File: src/rtl/line_write_buffer.sv
// line_write_buffer: single-entry write-back buffer that sits between the
// cache's pmem port and physical memory. A dirty-line eviction is absorbed
// in two cycles (IDLE capture + ACK) and drained to memory in the
// background. Read/write ordering to the buffered line stays coherent.
//
// Handshake contract (both sides): a request (read/write) is held high until
// the matching one-cycle resp pulse; the requester drops it on the edge that
// ends the resp cycle. pmem_read and pmem_write are never high together.
//
// Optional feature, macro LINE_WRITE_BUFFER_FWD_EN: when defined, a read
// that hits the buffered line is served from the buffer without touching
// memory. When undefined, such a read first drains the line and then reads
// it back from memory (same data, longer latency).
module line_write_buffer #(
  parameter int ADDR_W   = 16,
  parameter int LINE_W   = 128,
  parameter int OFFSET_W = 4
) (
  input  logic              clk,
  input  logic              rst,
  input  logic              c_read,
  input  logic              c_write,
  input  logic [ADDR_W-1:0] c_address,
  input  logic [LINE_W-1:0] c_wdata,
  output logic [LINE_W-1:0] c_rdata,
  output logic              c_resp,
  output logic              pmem_read,
  output logic              pmem_write,
  output logic [ADDR_W-1:0] pmem_address,
  output logic [LINE_W-1:0] pmem_wdata,
  input  logic [LINE_W-1:0] pmem_rdata,
  input  logic              pmem_resp
);

  localparam int TAG_W = ADDR_W - OFFSET_W;

  typedef enum logic [1:0] {
    IDLE     = 2'd0,
    ACK      = 2'd1,
    MEM_READ = 2'd2,
    DRAIN    = 2'd3
  } state_t;

  state_t             state;
  state_t             state_nx;
  logic               valid;
  logic [TAG_W-1:0]   tag;
  logic [LINE_W-1:0]  data;
  logic [TAG_W-1:0]   req_tag;
  logic               hit;
  logic               unused_offset;

  assign req_tag = c_address[ADDR_W-1:OFFSET_W];
  // The line offset never matters here: the buffer works on whole lines.
  assign unused_offset = ^c_address[OFFSET_W-1:0];
  // Hit compare also decides miss-read vs drain-first, so it exists in both builds.
  assign hit = valid && (req_tag == tag);

  // State register; async reset abandons any in-flight memory transaction.
  always_ff @(posedge clk or posedge rst) begin
    if (rst) state <= IDLE;
    else     state <= state_nx;
  end

  // Next-state selection; IDLE priorities: capture, forward, miss read, drain.
  always_comb begin
    state_nx = state;
    unique case (state)
      IDLE: begin
        if (c_write && !valid)      state_nx = ACK;
`ifdef LINE_WRITE_BUFFER_FWD_EN
        else if (c_read && hit)     state_nx = ACK;
`endif
        else if (c_read && !hit)    state_nx = MEM_READ;
        else if (valid)             state_nx = DRAIN;
        else                        state_nx = IDLE;
      end
      ACK:      state_nx = IDLE;
      MEM_READ: if (pmem_resp) state_nx = ACK;
      DRAIN:    if (pmem_resp) state_nx = IDLE;
      default:  state_nx = IDLE;
    endcase
  end

  // Buffer storage and returned read data.
  always_ff @(posedge clk or posedge rst) begin
    if (rst) begin
      valid   <= 1'b0;
      tag     <= '0;
      data    <= '0;
      c_rdata <= '0;
    end else begin
      unique case (state)
        IDLE: begin
          if (c_write && !valid) begin
            valid <= 1'b1;
            tag   <= req_tag;
            data  <= c_wdata;
          end
`ifdef LINE_WRITE_BUFFER_FWD_EN
          else if (c_read && hit) begin
            c_rdata <= data;
          end
`endif
        end
        MEM_READ: if (pmem_resp) c_rdata <= pmem_rdata;
        DRAIN:    if (pmem_resp) valid <= 1'b0;
        default: ;
      endcase
    end
  end

  // Handshake outputs decoded straight from state so reset clears them at once.
  always_comb begin
    c_resp       = 1'b0;
    pmem_read    = 1'b0;
    pmem_write   = 1'b0;
    pmem_address = '0;
    pmem_wdata   = '0;
    unique case (state)
      ACK: c_resp = 1'b1;
      MEM_READ: begin
        pmem_read    = 1'b1;
        pmem_address = {req_tag, {OFFSET_W{1'b0}}};
      end
      DRAIN: begin
        pmem_write   = 1'b1;
        pmem_address = {tag, {OFFSET_W{1'b0}}};
        pmem_wdata   = data;
      end
      default: ;
    endcase
  end

endmodule

File: config.mk
export PLATFORM = sky130hd
export DESIGN_NAME = line_write_buffer
export DESIGN_NICKNAME = d
export VERILOG_FILES = /design/src/rtl/line_write_buffer.sv
export SDC_FILE = /design/constraint.sdc
export NUM_CORES = 1
export LEC_CHECK = 0
export CORE_AREA = 2 2 214 216
export DETAILED_ROUTE_END_ITERATION = 6
export DIE_AREA = 0 0 216 218
export GPL_TIMING_DRIVEN = 0
export PLACE_DENSITY = 0.6
export SLEW_MARGIN = 20
export SYNTH_ARGS = -nofsm -noshare
export SYNTH_HDL_FRONTEND = slang
export SYNTH_SLANG_ARGS = --single-unit
File: constraint.sdc
create_clock -name clk -period 12.1 [get_ports clk]
set_clock_uncertainty 0.15 [all_clocks]
set_input_delay 1.21 -clock clk [delete_from_list [all_inputs] [get_ports clk]]
set_output_delay 1.21 -clock clk [all_outputs]
set_load 0.01 [all_outputs]
==> out/results.tsv, run 1 <==
stage	metric	value	unit
cts	CTS HTree Levels	2	
routing	wire per inst	20.08	um
placement	Buffers on Ports	543	
global_routing	GRT Util Overall	16.94	%
power	NetSw	1.480	mW
die	chip height	218	um
yosys	synth top area cells	dfrtp_1 60%, mux2_2 18%, mux2_1 8.8%, and3_1 7.1%, mux2i_1 1.1%	
cells_and_area	Reg area	6782	um2
yosys	share of the synthesized area in the top cell type	59.82	%
setup_path	Critical Path Max Stage Delay	640	ps
power	Comb power frac	43.7	%
cells_and_area	most frequent cells in the layout	543 x clkdlybuf4s50_1, 271 x dfrtp_1, 179 x mux2_2	
yosys	fraction of registers with async set/reset	100.0	%
routing	DR iter-0 viols	283	
setup_path	WP data arrival	3300	ps
global_routing	initial antenna violation count	6	
setup_path	Crit-path slowest cell	clkbuf_1	
die	Die Wd	216	um
global_routing	first-pass GRT wire length	60.02	mm
die	area of the die	47090	um2
global_routing	vias in the first global route	9568	
timing	unrepaired setup endpoints after global routing	false	
timing	Final period util	38.48	%
cts	CTS buffer count	34	
routing	Remaining DRCs	0	
yosys	synth unique cells	23	
timing	Max-slew headroom	48.70	%
placement	placed cell count	1939	
setup_path	Buf/Inv on CP	4	
cts	Worst-path clk slew	60	ps
cts	hold buffer count at cts	0	
routing	Detailed Route WL	40.20	mm
cells_and_area	Post-Layout Cell Count	2002	
die	io pins	552	
die	core area	44890	um2
routing	First-pass DRT Iterations	4	
timing	min Tclk post-route	4657	ps
power	Leak Pwr	8.109	nW
power	part of the power in registers	34.4	%
timing	max-slew violation count	0	
cts	CTS tree	done	
cells_and_area	commonest non-fill, non-tap cell in the layout	clkdlybuf4s50_1	
cells_and_area	share of cells above drive strength 1	19.23	%
yosys	leading area contributor after synthesis	dfrtp_1	
cts	Root Driver	clkbuf_16	
global_routing	largest net degree at the start of global routing	86	
cells_and_area	fill cell count	4321	
placement	routability cong.	0.7912	
yosys	#FFs+latches synth	271	
job	max cap viols	0	
yosys	synthesized area	11340	um2
setup_path	most frequent CP cell	clkbuf_1	
timing	Sum Neg Setup Slack	0	ps
cells_and_area	Nets	1652	
yosys	Avg Inst Size Synth	14.35	um2
cells_and_area	Layout area overhead	65.43	%
yosys	Cells after Synth	790	
routing	DR vias	8687	
yosys	Main synth FF type	dfrtp_1	
timing	Worst Tran Pin Value	769.6	ps
yosys	Post-synth EDFFs	0	
timing	final hold viol count	0	
yosys	warnings from Yosys	0	
setup_path	R2R setup slack	9770	ps
setup_path	Req. time, crit path	10740	ps
power	VDD IR max	0.1437	mV
timing	fmax	214.7	MHz
yosys	register area share after synthesis	59.82	%
timing	Final Setup Violations	0	
setup_path	WS Path Type	flip-flop to primary output	
routing	vias per cell	4.339	
setup_path	CP max FO	10	
power	clock network power share	21.9	%
cells_and_area	Multi-input gate area	4232	um2
placement	hpwl dp	31.02	mm
outcome	outcome	finished clean	
setup_path	CP Launch Type	flip-flop	
setup_path	crit path capture type	primary output	
cts	Skew-Pair Late Insertion Delay	520	ps
power	Switching Fraction	31.79	%
cts	clock buffer depth	3	
cts	post-CTS resize count	0	
cts	Sink Count	271	
cts	postcts setup bufs	0	
routing	ANT nets after route	0	
die	Starting Density	25.25	%
die	Rows	78	
power	PwrDens	248.1	nW/um2
setup_path	crit-path cells	clkbuf_1 > clkbuf_1 > clkbuf_1 > and3_1 > clkdlybuf4s50_1	
global_routing	GRT overflow	0	
power	Int Power	3.174	mW
hold_path	HP Class	flip-flop to flip-flop	
setup_path	delay-heaviest family, CP	buffers and inverters	
## final timing paths
path,startpoint,end,cells after the start
max reg2reg,state[1],data[109],5
min,data[118],data[118],1
max,state[0],pmem_wdata[95],5
max in group asynchronous,rst,c_rdata[97],4
min reg2reg,data[118],data[118],1
min in group asynchronous,rst,data[127],2
## through the flow
step | instance area (um2) | setup slack (ps) | total power, mW | hold WS, ps | util, %
after floorplan | 11350 | 3273 | 2.538 | 299.0 | -
after global placement | 17530 | -745.9 | 3.642 | 309.9 | 39.06
after detailed placement | 17620 | 7894 | 3.676 | 316.7 | 39.26
after CTS | 18750 | 7318 | 4.740 | 330.2 | 41.76
after global routing | 18750 | 7196 | 4.953 | 339.6 | 41.77
final | 18760 | 7443 | 4.654 | 323.9 | 41.78
## worst reg2reg max path, cell delays in order (launching register included)
cell and delay [ps]:
dfrtp_1 360, buf_4 170, nor4b_4 580, buf_4 330, buf_4 270, mux2_1 350
## power by group through the flow
stage               Sequential [mW]  Clock [mW]  Combinational (mW)
CTS                            1.60        1.06                2.08
detailed placement             1.61           0                2.07
global placement               1.60           0                2.04
finish                         1.60        1.02                2.03
floorplan                      1.67           0               0.869
global route                   1.66        1.10                2.19
## cells in the mapped netlist, drive strengths merged (2+ instances only)
cell type / count
mux2: 268
and3: 128
clkbuf: 30
nand2: 2
buf: 35
nor2: 14
inv: 2
nor4: 3
mux2i: 12
nor2b: 2
dfrtp: 271
xor2: 12
o21ai: 3
## metal layers
layer	vias to the layer above	part of all wire, %	GRT usage [%]
met2	410	49	28.63
met3	72	10	6.736
met4	8	3.3	7.260
li1	3974	-	-
met1	4223	38	18.94
met5	-	0.12	0
## sequential cells by signal, indices dropped and copies added (netlist names)
signal   flops
c_rdata    128
tag         12
state        2
valid        1
data       128
## cell type report
type | count | share of cell area (%)
inverter | 2 | 0.08005
clock buffer | 51 | 5.430
sequential | 271 | 36.16
clock inverter | 9 | 0.5604
timing repair buffer | 546 | 29.42
tap | 600 | 4.003
antenna | 3 | 0.04003
multi-input combinational | 455 | 22.56
buffer | 65 | 1.748
## cell families after synthesis
logic type,Yosys count,share of synthesized area [%]
other cells,1,0.03308
compound gates,6,0.3532
flops,271,59.82
xor+xnor,12,0.9270
simple gates,153,8.233
buf+inv,67,2.958
mux,280,27.68
Note: power is estimated with default switching activity, not from simulation.
==> run 2: changes to the inputs <==
==> constraint.sdc (replaced) <==
create_clock -name clk -period 4.8 [get_ports clk]
set_clock_uncertainty 0.15 [all_clocks]
set_input_delay 0.48 -clock clk [delete_from_list [all_inputs] [get_ports clk]]
set_output_delay 0.48 -clock clk [all_outputs]
set_load 0.01 [all_outputs]
==> out/results.tsv, run 2 (synthesized netlist as in run 1, its figures left out) <==
stage	metric	value	unit	change
outcome	outcome	finished clean		unchanged
cts	Sink Count	271		unchanged
die	area of the die	47090	um2	unchanged
cts	post-CTS resize count	0		unchanged
setup_path	CP Launch Type	flip-flop		unchanged
setup_path	most frequent CP cell	clkbuf_1		unchanged
placement	routability cong.	0.8559		was 0.7912
routing	wire per inst	20.16	um	was 20.08 um
routing	DR vias	8737		was 8687
setup_path	Critical Path Max Stage Delay	670	ps	was 640 ps
power	Comb power frac	43.5	%	was 43.7%
power	Int Power	8.051	mW	was 3.174 mW
global_routing	GRT overflow	0		unchanged
die	Rows	78		unchanged
die	core area	44890	um2	unchanged
setup_path	WP data arrival	3390	ps	was 3300 ps
routing	First-pass DRT Iterations	4		unchanged
placement	hpwl dp	31.10	mm	was 31.02 mm
timing	max-slew violation count	0		unchanged
power	part of the power in registers	34.3	%	was 34.4%
setup_path	delay-heaviest family, CP	buffers and inverters		unchanged
power	clock network power share	22.2	%	was 21.9%
die	io pins	552		unchanged
global_routing	grt met3 use	6.806	%	was 6.736%
cts	CTS buffer count	34		unchanged
setup_path	crit-path cells	clkbuf_1 > clkbuf_1 > clkbuf_1 > and3_1 > clkdlybuf4s50_1		unchanged
global_routing	busiest grt layer	met2		unchanged
cts	clock buffer depth	3		unchanged
routing	Detailed Route WL	40.41	mm	was 40.20 mm
die	Starting Density	25.25	%	unchanged
cts	postcts setup bufs	0		unchanged
global_routing	GRT Util Overall	16.97	%	was 16.94%
setup_path	crit path capture type	primary output		unchanged
timing	Final Setup Violations	0		unchanged
global_routing	vias in the first global route	9743		was 9568
power	Switching Fraction	31.83	%	was 31.79%
cts	hold buffer count at cts	0		unchanged
cts	Skew-Pair Late Insertion Delay	520	ps	about the same
cells_and_area	share of cells above drive strength 1	19.87	%	was 19.23%
cts	Worst-path clk slew	60	ps	about the same
die	Die Wd	216	um	unchanged
global_routing	grt met1 use	18.52	%	was 18.94%
routing	ANT nets after route	0		unchanged
power	VDD IR max	0.3512	mV	was 0.1437 mV
timing	Final period util	83.80	%	
setup_path	WS Path Type	flip-flop to primary output		unchanged
cells_and_area	most frequent cells in the layout	543 x clkdlybuf4s50_1, 271 x dfrtp_1, 179 x mux2_2		unchanged
cts	CTS tree	done		unchanged
cells_and_area	Layout area overhead	66.35	%	was 65.43%
global_routing	first-pass GRT wire length	60.52	mm	was 60.02 mm
placement	Buffers on Ports	543		unchanged
power	Overall Power	11.81	mW	was 4.654 mW
global_routing	grt met2 use	29.91	%	was 28.63%
timing	unrepaired setup endpoints after global routing	false		unchanged
timing	fmax	248.6	MHz	
cts	Root Driver	clkbuf_16		unchanged
power	NetSw	3.759	mW	was 1.480 mW
cells_and_area	Nets	1658		was 1652
hold_path	HP Class	primary input to asynchronous set/reset pin		was flip-flop to flip-flop
routing	Remaining DRCs	0		unchanged
timing	Worst Tran Pin Value	804.8	ps	was 769.6 ps
setup_path	CP max FO	10		unchanged
global_routing	initial antenna violation count	3		was 6
cells_and_area	post-layout util	42.01	%	was 41.78%
cts	CTS HTree Levels	2		unchanged
power	PwrDens	626.2	nW/um2	was 248.1 nW/um2
setup_path	Req. time, crit path	4170	ps	was 10740 ps
cells_and_area	biggest regs	c_rdata: 128 flops, data: 128 flops, tag: 12 flops		unchanged
setup_path	Buf/Inv on CP	4		unchanged
cells_and_area	Ant. Diodes	0		was 3
power	Leak Pwr	8.166	nW	was 8.109 nW
global_routing	largest net degree at the start of global routing	34		was 86
setup_path	Crit-path slowest cell	clkbuf_1		unchanged
timing	final hold viol count	0		unchanged
die	chip height	218	um	unchanged
cells_and_area	commonest non-fill, non-tap cell in the layout	clkdlybuf4s50_1		unchanged
job	max cap viols	0		unchanged
timing	min Tclk post-route	4023	ps	
timing	Max-slew headroom	46.35	%	was 48.70%
routing	vias per cell	4.360		was 4.339
routing	DR iter-0 viols	306		was 283
==> run 2: changes by cell type in the layout (fill, tap and decap cells not counted), moves of 3 or more <==
cell      before  now
buf_12         0    9
clkbuf_1      40   35
diode_2        3    0
clkbuf_8       4    8
buf_16         3    0
==> run 2: per-layer routing <==
metal / routed length [um] / vias up / share of wire [%]
li1: - / 3974 / -
met1: 15100 / 4305 / 37
met2: 20220 / 385 / 50
met3: 3857 / 67 / 9.5
met4: 1191 / 6 / 2.9
met5: 36 / - / 0.089
==> run 2: metrics by stage <==
step	area [um2]	setup TNS, ps	setup WS [ps]	instances	hold WS [ps]
finish	18860	0	777.4	2004	162.8
global route	18860	0	507.5	2004	154.8
CTS	18860	0	629.9	2004	133.3
detailed placement	17720	0	1241	1945	315.9
global placement	17540	-466900	-1742	1936	308.3
floorplan	11350	0	588.6	793	299.0
==> run 2: power groups by stage <==
| stage | sequential, mW | clock, mW | combinational, mW |
|---|---|---|---|
| finish | 4.05 | 2.62 | 5.14 |
| global route | 4.21 | 2.79 | 5.54 |
| CTS | 4.06 | 2.71 | 5.25 |
| detailed placement | 4.07 | 0 | 5.22 |
| global placement | 4.04 | 0 | 5.16 |
| floorplan | 4.21 | 0 | 2.19 |
==> run 2: final cells by class <==
class | count | area [um2]
fillers | 4264 | 26030
repair buffers | 552 | 5615
well taps | 600 | 750.7
flip-flops and latches | 271 | 6782
clock inverters | 11 | 136.4
plain buffers | 65 | 327.8
clock buffers | 48 | 1005
inverters | 2 | 11.26
multi-input cells | 455 | 4232
==> run 2: worst paths after layout <==
kind                                 from        endpoint  slack (ps)  cells after the start
min in group clk                data[105]       data[105]         320                      1
worst max-delay path             state[0]  pmem_wdata[50]         780                      5
worst min register to register  data[105]       data[105]         320                      1
worst max register to register   state[1]     c_rdata[34]        2500                      7
worst min-delay path                  rst     c_rdata[41]         160                      2
max in group asynchronous             rst    c_rdata[100]        3130                      6
==> run 2: worst register-to-register path, delay by kind of cell (launching register included) <==
family | cells | cell delay, ps
multiplexers | 1 | 390
AND/OR/NAND/NOR | 2 | 250
buffers and inverters | 4 | 1020
flip-flops | 1 | 350
==> run 3: changes to the inputs <==
--- a/config.mk
+++ b/config.mk
@@ -5,11 +5,11 @@
 export SDC_FILE = /design/constraint.sdc
 export NUM_CORES = 1
 export LEC_CHECK = 0
-export CORE_AREA = 2 2 214 216
+export CORE_AREA = 2 2 213 215
 export DETAILED_ROUTE_END_ITERATION = 6
-export DIE_AREA = 0 0 216 218
+export DIE_AREA = 0 0 215 217
 export GPL_TIMING_DRIVEN = 0
-export PLACE_DENSITY = 0.6
+export PLACE_DENSITY = 0.63
 export SLEW_MARGIN = 20
 export SYNTH_ARGS = -nofsm -noshare
 export SYNTH_HDL_FRONTEND = slang
==> constraint.sdc (replaced) <==
create_clock -name clk -period 3.49 [get_ports clk]
set_clock_uncertainty 0.15 [all_clocks]
set_input_delay 0.349 -clock clk [delete_from_list [all_inputs] [get_ports clk]]
set_output_delay 0.349 -clock clk [all_outputs]
set_load 0.01 [all_outputs]
==> out/results.tsv, run 3 (synthesized netlist as in run 1, its figures left out) <==
stage	metric	value	unit	change
job	max cap viols	0		unchanged
routing	First-pass DRT Iterations	4		unchanged
placement	Place WS	46.07	ps	was 1241 ps
timing	Final period util	93.31	%	
cts	clock buffer depth	3		unchanged
cts	Worst-path clk slew	60	ps	about the same
routing	met2 wire len	18.87	mm	was 20.22 mm
routing	DR vias	8676		was 8737
routing	wire per inst	19.21	um	was 20.16 um
setup_path	crit path capture type	primary output		unchanged
power	Leak Pwr	8.146	nW	was 8.166 nW
routing	DR WL met3	3.413	mm	was 3.857 mm
cts	Skew-Pair Late Insertion Delay	570	ps	was 520 ps
routing	max layer used	met5		unchanged
cells_and_area	fill cell count	4280		was 4264
setup_path	Req. time, crit path	2990	ps	was 4170 ps
routing	metal1 wirelength	15.18	mm	was 15.10 mm
cts	Root Driver	clkbuf_16		unchanged
cells_and_area	most frequent cells in the layout	543 x clkdlybuf4s50_1, 270 x dfrtp_1, 179 x mux2_2		was 543 x clkdlybuf4s50_1, 271 x dfrtp_1, 179 x mux2_2
routing	vias per cell	4.334		was 4.360
setup_path	WS Path Type	flip-flop to primary output		unchanged
global_routing	GRT Util Overall	16.11	%	was 16.97%
timing	unrepaired setup endpoints after global routing	false		unchanged
cells_and_area	biggest regs	c_rdata: 128 flops, data: 128 flops, tag: 12 flops		unchanged
die	Starting Density	25.36	%	was 25.25%
cells_and_area	Reg area	6783	um2	was 6782 um2
global_routing	vias in the first global route	9530		was 9743
timing	min Tclk post-route	3257	ps	
cts	CTS tree	done		unchanged
cells_and_area	Layout area overhead	65.89	%	was 66.35%
timing	Final Setup Violations	0		unchanged
placement	Buffers on Ports	543		unchanged
die	chip height	217	um	was 218 um
die	core area	44700	um2	was 44890 um2
setup_path	WP data arrival	2760	ps	was 3390 ps
outcome	outcome	finished clean		unchanged
global_routing	initial antenna violation count	2		was 3
placement	routability cong.	0.8643		was 0.8559
cells_and_area	share of cells above drive strength 1	19.99	%	was 19.87%
routing	Detailed Route WL	38.45	mm	was 40.41 mm
timing	fmax	307.1	MHz	
die	area of the die	46660	um2	was 47090 um2
routing	DR iter-0 viols	254		was 306
cells_and_area	commonest non-fill, non-tap cell in the layout	clkdlybuf4s50_1		unchanged
timing	Worst Tran Pin Value	662.6	ps	was 804.8 ps
placement	hpwl dp	30.28	mm	was 31.10 mm
timing	Max-slew headroom	55.83	%	was 46.35%
timing	max-slew violation count	0		unchanged
timing	final hold viol count	0		unchanged
routing	Remaining DRCs	0		unchanged
cts	CTS HTree Levels	1		was 2
global_routing	GRT overflow	0		unchanged
setup_path	CP Launch Type	flip-flop		unchanged
die	io pins	552		unchanged
cells_and_area	Multi-input gate area	4232	um2	unchanged
power	VDD IR max	0.5129	mV	was 0.3512 mV
cts	Sink Count	271		unchanged
setup_path	CP max FO	12		was 10
die	Rows	78		unchanged
cells_and_area	post-layout util	42.08	%	was 42.01%
hold_path	HP Class	primary input to flip-flop		was primary input to asynchronous set/reset pin
timing	Sum Neg Setup Slack	0	ps	unchanged
timing	fin worst setup slack	233.4	ps	was 777.4 ps
power	PwrDens	843.7	nW/um2	was 626.2 nW/um2
cells_and_area	Nets	1654		was 1658
routing	ANT nets after route	0		unchanged
global_routing	first-pass GRT wire length	58.45	mm	was 60.52 mm
cts	CTS buffer count	30		was 34
global_routing	largest net degree at the start of global routing	34		unchanged
die	Die Wd	215	um	was 216 um
run 3: layer usage:
layer,GRT usage [%],vias up
met3,5.702,52
met5,0,-
met1,18.88,4295
li1,-,3971
met4,4.161,2
met2,28.07,356
run 3: path summary, 6_finish.rpt:
| kind | startpoint | to | slack, ps | cells after the start |
|---|---|---|---|---|
| min in group asynchronous | rst | c_rdata[77] | 530 | 3 |
| max reg2reg | state[1] | c_rdata[56] | 1110 | 7 |
| max in group asynchronous | rst | c_rdata[126] | 1740 | 6 |
| min reg2reg | data[108] | data[108] | 330 | 1 |
| min | c_wdata[106] | data[106] | 220 | 2 |
| max | state[0] | pmem_wdata[95] | 230 | 4 |
run 3: cell type report:
class | instances | share of cell area (%)
well taps | 600 | 3.992
flip-flops and latches | 271 | 36.07
multi-input cells | 455 | 22.50
diodes | 1 | 0.01331
plain buffers | 63 | 1.710
inverters | 2 | 0.05988
repair buffers | 554 | 30.14
clock buffers | 42 | 4.657
clock inverters | 14 | 0.8649
run 3: worst max-delay path: stages, from the launching register on:
cell and delay (ps):
dfrtp_2 540, clkbuf_2 400, clkbuf_1 410, and3_1 270, clkdlybuf4s50_1 570
run 3: report_power, final:
group          switching, mW  total [mW]  internal (mW)
clock                   1.32        3.29           1.97
sequential             0.810        5.57           4.76
combinational           2.91        7.00           4.09
total                   5.05        15.9           10.8
run 3: stage by stage:
step | power, mW | hold WS, ps | std cells | instance area (um2)
2_1_floorplan | 8.800 | 295.4 | 793 | 11350
3_3_place_gp | 12.55 | 309.2 | 1936 | 17540
3_5_place_dp | 12.71 | 316.7 | 1946 | 17760
4_1_cts | 16.12 | 197.0 | 2001 | 18800
5_1_grt | 16.83 | 210.7 | 2002 | 18810
6_report | 15.87 | 223.6 | 2002 | 18810
run 3: what timing repair did:
item                                    CTS  global route
resized for setup                         2             0
hold buffers                              1             0
hold endpoints to repair                  9             0
buffers inserted                          0             0
endpoints found under the setup margin   73             0
